**src/rtl/clock_pkg.sv**
```systemverilog
// clock_pkg: shared encodings and BCD limits for the digital clock time-setting logic.
//   state_t      : controller state, 3-bit encoding
//   FLD_*        : SetField codes driven to the display multiplexer
//   HOUR_MAX     : last legal BCD hour before wrap
//   MINSEC_MAX   : last legal BCD minute/second before wrap
package clock_pkg;

    typedef enum logic [2:0] {
        RUN      = 3'd0,
        SET_H    = 3'd1,
        SET_M    = 3'd2,
        SET_S    = 3'd3,
        COMMIT_H = 3'd4,
        COMMIT_M = 3'd5,
        COMMIT_S = 3'd6
    } state_t;

    localparam logic [1:0] FLD_NONE = 2'd0;
    localparam logic [1:0] FLD_HOUR = 2'd1;
    localparam logic [1:0] FLD_MIN  = 2'd2;
    localparam logic [1:0] FLD_SEC  = 2'd3;

    localparam logic [7:0] HOUR_MAX   = 8'h23;
    localparam logic [7:0] MINSEC_MAX = 8'h59;

endpackage

```
**src/rtl/time_set_ctrl_if.sv**
```systemverilog
// time_set_ctrl_if: button, time-value, load and display signals of the time-setting controller.
//   BtnMode, BtnInc        : debounced one-cycle button pulses
//   Hour, Minute, Second   : current BCD time from the counter chain
//   EN                     : count enable to all time counters
//   LOAD_H, LOAD_M, LOAD_S : per-counter load strobes
//   DATA                   : shared BCD load value
//   SetField, Blink        : display multiplexer controls
//   master: environment side (drives buttons and time), slave: the controller
interface time_set_ctrl_if;

    logic       BtnMode;
    logic       BtnInc;
    logic [7:0] Hour;
    logic [7:0] Minute;
    logic [7:0] Second;
    logic       EN;
    logic       LOAD_H;
    logic       LOAD_M;
    logic       LOAD_S;
    logic [7:0] DATA;
    logic [1:0] SetField;
    logic       Blink;

    modport master (
        output BtnMode, BtnInc, Hour, Minute, Second,
        input  EN, LOAD_H, LOAD_M, LOAD_S, DATA, SetField, Blink
    );

    modport slave (
        input  BtnMode, BtnInc, Hour, Minute, Second,
        output EN, LOAD_H, LOAD_M, LOAD_S, DATA, SetField, Blink
    );

endinterface

```
**src/rtl/bcd_inc_wrap.sv**
```systemverilog
// bcd_inc_wrap: combinational two-digit BCD increment with wrap to 00 past a limit.
//   value : current BCD value {tens, units}
//   max   : last legal BCD value; value >= max wraps to 8'h00
//   next  : incremented BCD value
module bcd_inc_wrap (
    input  logic [7:0] value,
    input  logic [7:0] max,
    output logic [7:0] next
);

    // Comparing with >= also recovers from any out-of-range value.
    always_comb
        next = (value >= max)         ? 8'h00 :
               (value[3:0] == 4'd9)   ? {value[7:4] + 4'd1, 4'd0} :
                                        {value[7:4], value[3:0] + 4'd1};

endmodule

```
**src/rtl/time_set_ctrl.sv**
```systemverilog
// time_set_ctrl: freezes the clock counters, edits BCD shadow copies from button
// pulses, then writes them back one field at a time through LOAD/DATA.
//   Clk  : system clock, all state changes on posedge
//   RST  : asynchronous active-low reset
//   bus  : time_set_ctrl_if.slave (buttons, current time, EN/LOAD/DATA, SetField/Blink)
// Parameters:
//   LOAD_CYC  : cycles each LOAD_x is held high during commit (1..15)
//   TIMEOUT   : idle cycles in a SET state before the edit is abandoned
//   BLINK_DIV : cycles per Blink half-period
module time_set_ctrl
    import clock_pkg::*;
#(
    parameter int unsigned LOAD_CYC  = 2,
    parameter logic [31:0] TIMEOUT   = 32'd100_000_000,
    parameter logic [31:0] BLINK_DIV = 32'd25_000_000
) (
    input logic             Clk,
    input logic             RST,
    time_set_ctrl_if.slave  bus
);

    state_t      state;
    logic [7:0]  sh_h;
    logic [7:0]  sh_m;
    logic [7:0]  sh_s;
    logic [31:0] tcnt;
    logic [31:0] bcnt;
    logic [3:0]  lcnt;
    logic [7:0]  sel_val;
    logic [7:0]  sel_max;
    logic [7:0]  inc_val;
    logic        inc_ok;
    logic        load_last;

    // One incrementer shared by all fields, fed by the field being edited.
    always_comb begin
        sel_val   = (state == SET_H) ? sh_h : (state == SET_M) ? sh_m : sh_s;
        sel_max   = (state == SET_H) ? HOUR_MAX : MINSEC_MAX;
        inc_ok    = bus.BtnInc & ~bus.BtnMode;
        load_last = (lcnt == 4'(LOAD_CYC - 1));
    end

    bcd_inc_wrap u_inc (
        .value (sel_val),
        .max   (sel_max),
        .next  (inc_val)
    );

    always_ff @(posedge Clk or negedge RST) begin
        if (!RST) begin
            state        <= RUN;
            bus.EN       <= 1'b1;
            bus.LOAD_H   <= 1'b0;
            bus.LOAD_M   <= 1'b0;
            bus.LOAD_S   <= 1'b0;
            bus.DATA     <= 8'h00;
            bus.SetField <= FLD_NONE;
            bus.Blink    <= 1'b0;
            sh_h         <= 8'h00;
            sh_m         <= 8'h00;
            sh_s         <= 8'h00;
            tcnt         <= '0;
            bcnt         <= '0;
            lcnt         <= '0;
        end else begin
            case (state)
                RUN: begin
                    if (bus.BtnMode) begin
                        sh_h         <= bus.Hour;
                        sh_m         <= bus.Minute;
                        sh_s         <= bus.Second;
                        state        <= SET_H;
                        bus.EN       <= 1'b0;
                        bus.SetField <= FLD_HOUR;
                        bus.Blink    <= 1'b1;
                        tcnt         <= '0;
                        bcnt         <= '0;
                    end
                end
                SET_H, SET_M, SET_S: begin
                    // An increment restarts a fully visible half-period.
                    if (inc_ok) begin
                        bus.Blink <= 1'b1;
                        bcnt      <= '0;
                    end else if (bcnt == BLINK_DIV - 32'd1) begin
                        bus.Blink <= ~bus.Blink;
                        bcnt      <= '0;
                    end else begin
                        bcnt <= bcnt + 32'd1;
                    end
                    tcnt <= (bus.BtnMode | bus.BtnInc) ? '0 : tcnt + 32'd1;
                    if (bus.BtnMode) begin
                        if (state == SET_H) begin
                            state        <= SET_M;
                            bus.SetField <= FLD_MIN;
                        end else if (state == SET_M) begin
                            state        <= SET_S;
                            bus.SetField <= FLD_SEC;
                        end else begin
                            state        <= COMMIT_H;
                            bus.SetField <= FLD_NONE;
                            bus.Blink    <= 1'b0;
                            bus.LOAD_H   <= 1'b1;
                            bus.DATA     <= sh_h;
                            lcnt         <= '0;
                        end
                    end else if (inc_ok) begin
                        if (state == SET_H) sh_h <= inc_val;
                        if (state == SET_M) sh_m <= inc_val;
                        if (state == SET_S) sh_s <= inc_val;
                    end else if (tcnt == TIMEOUT - 32'd1) begin
                        // Abandon the edit; counters resume from their frozen value.
                        state        <= RUN;
                        bus.EN       <= 1'b1;
                        bus.SetField <= FLD_NONE;
                        bus.Blink    <= 1'b0;
                    end
                end
                COMMIT_H, COMMIT_M, COMMIT_S: begin
                    // Strobe hand-over happens on one edge: no gap, no overlap.
                    if (load_last) begin
                        lcnt <= '0;
                        if (state == COMMIT_H) begin
                            state      <= COMMIT_M;
                            bus.LOAD_H <= 1'b0;
                            bus.LOAD_M <= 1'b1;
                            bus.DATA   <= sh_m;
                        end else if (state == COMMIT_M) begin
                            state      <= COMMIT_S;
                            bus.LOAD_M <= 1'b0;
                            bus.LOAD_S <= 1'b1;
                            bus.DATA   <= sh_s;
                        end else begin
                            state      <= RUN;
                            bus.LOAD_S <= 1'b0;
                            bus.EN     <= 1'b1;
                        end
                    end else begin
                        lcnt <= lcnt + 4'd1;
                    end
                end
                default: state <= RUN;
            endcase
        end
    end

endmodule

```
**src/flat_wrapper.sv**
```systemverilog
// flat-port wrapper written by rule: the top's interface ports become plain ports
module time_set_ctrl_flat import clock_pkg::*;
#(
    parameter int unsigned LOAD_CYC  = 2,
    parameter logic [31:0] TIMEOUT   = 32'd100_000_000,
    parameter logic [31:0] BLINK_DIV = 32'd25_000_000
)
  (Clk, RST, bus_BtnMode, bus_BtnInc, bus_Hour, bus_Minute, bus_Second, bus_EN, bus_LOAD_H, bus_LOAD_M, bus_LOAD_S, bus_DATA, bus_SetField, bus_Blink);
  time_set_ctrl_if bus_i ();
  input logic Clk;
  input logic RST;
  input wire logic [$bits(bus_i.BtnMode)-1:0] bus_BtnMode;
  input wire logic [$bits(bus_i.BtnInc)-1:0] bus_BtnInc;
  input wire logic [$bits(bus_i.Hour)-1:0] bus_Hour;
  input wire logic [$bits(bus_i.Minute)-1:0] bus_Minute;
  input wire logic [$bits(bus_i.Second)-1:0] bus_Second;
  output wire logic [$bits(bus_i.EN)-1:0] bus_EN;
  output wire logic [$bits(bus_i.LOAD_H)-1:0] bus_LOAD_H;
  output wire logic [$bits(bus_i.LOAD_M)-1:0] bus_LOAD_M;
  output wire logic [$bits(bus_i.LOAD_S)-1:0] bus_LOAD_S;
  output wire logic [$bits(bus_i.DATA)-1:0] bus_DATA;
  output wire logic [$bits(bus_i.SetField)-1:0] bus_SetField;
  output wire logic [$bits(bus_i.Blink)-1:0] bus_Blink;
  assign bus_i.BtnMode = bus_BtnMode;
  assign bus_i.BtnInc = bus_BtnInc;
  assign bus_i.Hour = bus_Hour;
  assign bus_i.Minute = bus_Minute;
  assign bus_i.Second = bus_Second;
  assign bus_EN = bus_i.EN;
  assign bus_LOAD_H = bus_i.LOAD_H;
  assign bus_LOAD_M = bus_i.LOAD_M;
  assign bus_LOAD_S = bus_i.LOAD_S;
  assign bus_DATA = bus_i.DATA;
  assign bus_SetField = bus_i.SetField;
  assign bus_Blink = bus_i.Blink;
  time_set_ctrl #(.LOAD_CYC(LOAD_CYC), .TIMEOUT(TIMEOUT), .BLINK_DIV(BLINK_DIV)) u_core (.Clk(Clk), .RST(RST), .bus(bus_i));
endmodule
```
**config.mk**
```make
export PLATFORM = sky130hd
export DESIGN_NAME = time_set_ctrl_flat
export DESIGN_NICKNAME = d
export VERILOG_FILES = /design/src/rtl/clock_pkg.sv /design/src/rtl/time_set_ctrl_if.sv /design/src/rtl/bcd_inc_wrap.sv /design/src/rtl/time_set_ctrl.sv /design/src/flat_wrapper.sv
export SDC_FILE = /design/constraint.sdc
export NUM_CORES = 1
export LEC_CHECK = 0
export BUFFER_PORTS_ARGS = -buffer_cell sky130_fd_sc_hd__buf_4
export CORE_MARGIN = 4
export CORE_UTILIZATION = 61
export DETAILED_ROUTE_END_ITERATION = 10
export MAX_ROUTING_LAYER = met4
export PLACE_DENSITY = 0.8
export SYNTH_ARGS = -nofsm -noshare
export SYNTH_HDL_FRONTEND = slang
export SYNTH_SLANG_ARGS = --single-unit
```
**constraint.sdc**
```tcl
create_clock -name Clk -period 2.9 [get_ports Clk]
set_input_delay 0 -clock Clk [delete_from_list [all_inputs] [get_ports Clk]]
set_output_delay 0 -clock Clk [all_outputs]
set_load 0.01 [all_outputs]
```
==> results.md <==
- Outcome: finished clean
- Largest net degree at the start of global routing: 68
- Max-cap viol count: 0
- Min-delay worst type: in2reg
- Switching share of power: 0.441
- Routed vias/inst: 6.20
- Cell total after placement: around 900
- Total power: 6.30 mW
- Sw Pwr: 2.78 mW
- Tmin final: 2.71 ns
- Most frequent cell after synthesis: dfrtp_1
- Leak: ~3.1 nW
- Reg power frac: 0.348
- Synth area leaders: dfrtp_1, nor2_1, a21oi_1, nand2_1, o21ai_0
- Die width: 111 µm
- GR Overflow Total: 0
- Prevailing post-synth register cell: dfrtp_1
- DP Area: 6880 µm²
- Max-slew violation count: 0
- Row Count: 37
- RD Place Congestion: ~0.97
- Drt pass-1 iters: 5
- Layout area overhead: 14.1%
- Clock power frac: 0.164
- Mapped cell area: 6450 µm²
- Fraction of the yosys area taken by sequential cells: 0.427
- Synth cell types: 65
- Final antenna-violating net count: 0
- Setup WS post-layout: 0.192 ns
- # setup viols final: 0
- Post-Syn Nets: between 700 and 800
- Worst setup SP type: flip-flop
- Clk slew on worst S/H paths: between 0.1 and 0.15 ns
- Crit path DAT: 3.00 ns
- DIE AREA: roughly 12000 µm²
- Sum Neg Setup Slack: 0 ns
- CTS Sinks: 110
- Worst-case clock buffer depth: 2
- CTS Buf Count: 9
- P per Cell Area: 856 nW/µm²
- Final instance area: 7360 µm²
- Fillers: 787
- Relative slew slack: 0.312
- Routed wire length per instance: between 15 and 20 µm
- CP bufs+invs: 2
- HPWL Detailed: 11400 µm
- Drt total wl: 16200 µm
- Fin nets: 840
- Ys Warns: 0
- DRC: 0
- Non-Filler Instances: roughly 950
- CP max-delay cell: dfrtp_1
- CP Capture Type: flip-flop
- H-tree depth: 3
- Initial antenna violation count: 0
- Fmax achieved: 369 MHz
- Post-synth EDFFs: 0
- Leading area contributor after synthesis: dfrtp_1
- Worst Max-Slew Pin Slew: 1.02 ns
- Fin Clk Skew: 0.0110 ns
- Pre-CTS WS: 0.260 ns
- Crit-path max FO: 14
- Syn Inst Count: 746
- Setup bufs post-CTS: 0
- Initial core utilization: 0.625
- Worst vdd ir: about 0.71 mV
- Commonest cells post-synth: dfrtp_1, nor2_1, nand2_1
- Core Util, Final: 0.713
- Initial drt markers: 521
- Setup CP Type: reg2reg
- RSZ-0062 raised after global routing: false
- CTS tree: done
- Critical path cell sequence: buf_4, o21bai_2, nor2_1, a2bb2oi_1, inv_1, ha_1, nand2b_1, a21oi_1, a31o_2, and2_4, nand3b_4, o31ai_1
- Share of cells above drive strength 1: 0.128
- Period utilization: 0.934
- Final Hold Fails: 0
- # IOs: 43
- Combinational share of power: 0.489
- Total GRT Usage: 0.277
- Die Span Y: 111 µm
- Critical path data required time: 3.19 ns
- Number of port buffers: 42
- Pint: 3.52 mW
- Core area: about 10000 µm²
- Max incr delay on CP: about 0.61 ns
- Avg Inst Size Synth: 8.65 µm²
- Clock Latency Late Sink: 0.38 ns
- Antenna diodes: 0
- Fin Hold WS: ~0.06 ns
- Number of global-route vias before repair: 5795
- First-pass GRT wire length: between 20000 and 30000 µm
- #FFs+latches synth: between 100 and 150
- Yosys top cell area share: 0.423
- Top delay family on crit path: compound AO/OA/AOI/OAI gates
- Vias: 5867
- Fraction of registers with async set or reset after synthesis: 1.00
- Clock root cell: clkbuf_8
-- worst paths after layout --
kind | startpoint | to | slack [ns] | depth (start not counted)
min | bus_BtnInc | u_core.bus.SetField[1] | 0.06 | 5
max reg2reg | u_core.state[1] | u_core.sh_m[2] | 0.19 | 12
max | u_core.state[1] | u_core.sh_m[2] | 0.19 | 12
max in group asynchronous | RST | u_core.bus.Blink | 1.81 | 3
min in group asynchronous | RST | u_core.tcnt[15] | 0.26 | 2
min reg2reg | u_core.tcnt[16] | u_core.tcnt[16] | 0.49 | 1
-- power by group through the flow --
| stage | Clock, mW | Combinational, mW | Sequential, mW |
|---|---|---|---|
| 2_1_floorplan | 0 | 2.21 | 2.12 |
| 3_3_place_gp | 0 | 2.92 | 2.19 |
| 3_5_place_dp | 0 | 3.01 | 2.20 |
| 4_1_cts | 1.05 | 3.05 | 2.17 |
| 5_1_grt | 1.11 | 3.38 | 2.23 |
| 6_report | 1.03 | 3.08 | 2.19 |
-- sequential cells by signal, summed over array words and instances, names as in the netlist --
name,cells
u_core.bus.SetField,2
u_core.bus.DATA,8
u_core.sh_h,8
u_core.bus.LOAD_M,1
u_core.bcnt,32
u_core.bus.LOAD_H,1
u_core.bus.EN,1
u_core.sh_m,8
u_core.bus.LOAD_S,1
u_core.sh_s,8
u_core.state,3
u_core.tcnt,32
u_core.bus.Blink,1
u_core.lcnt,4
-- cell type report --
type                            count  area, µm²  area share
Clock buffer                        9        124      0.0168
Clock inverter                      7       98.8      0.0134
Inverter                           16       60.1     0.00816
Multi-Input combinational cell    579       3420       0.465
Sequential cell                   110       2750       0.374
Tap cell                          136        170      0.0231
Timing Repair Buffer               89        733      0.0996
-- timing repair --
item,4_1_cts,5_1_grt
hold buffers,26,0
resized for setup,0,0
endpoints found under the hold margin,89,0
-- layer usage --
layer  track usage  vias to the layer above  wire length (µm)  share of wire
met5             -                        -                 0              0
met1         0.347                     2791              6810           0.42
met2         0.461                      240              8100           0.50
met3        0.0398                       41               915          0.056
met4         0.102                        0               412          0.025
li1              -                     2795                 -              -
-- cell usage in the layout (no fill, tap or decap), types with 4 or more instances in the layout --
cell             n
o22a_1           4
xor2_1          16
inv_1           16
nand4_1         27
mux2i_1          4
nor2_1          89
and4_1           5
clkbuf_8         9
xnor2_1         26
o21ai_0         50
o31ai_1         20
a22o_1           4
nor2b_1          9
a21oi_1         62
o22ai_1          6
or3_1            4
nor3_2           5
and3_1          22
o221ai_1         4
dfrtp_1        109
nor4_1           8
nand3b_1         5
nand3_1         25
nand2b_1         7
nor3_1          19
and2_1           7
dlygate4sd3_1   26
a31oi_1         11
nand2_1         80
ha_1             7
buf_4           63
-- logic make-up after synthesis --
family,synth area share
simple gates,0.268
compound gates,0.183
flops,0.427
buf+inv,0.0427
xor+xnor,0.0570
fa+ha+maj,0.0136
mux,0.00970
-- worst min-delay path: stages --
cell,delay [ns]
buf_4,0.11
nor2_1,0.05
a21oi_1,0.12
o21ai_0,0.08
nand2_1,0.06
Power figures use the tool's default switching activity.
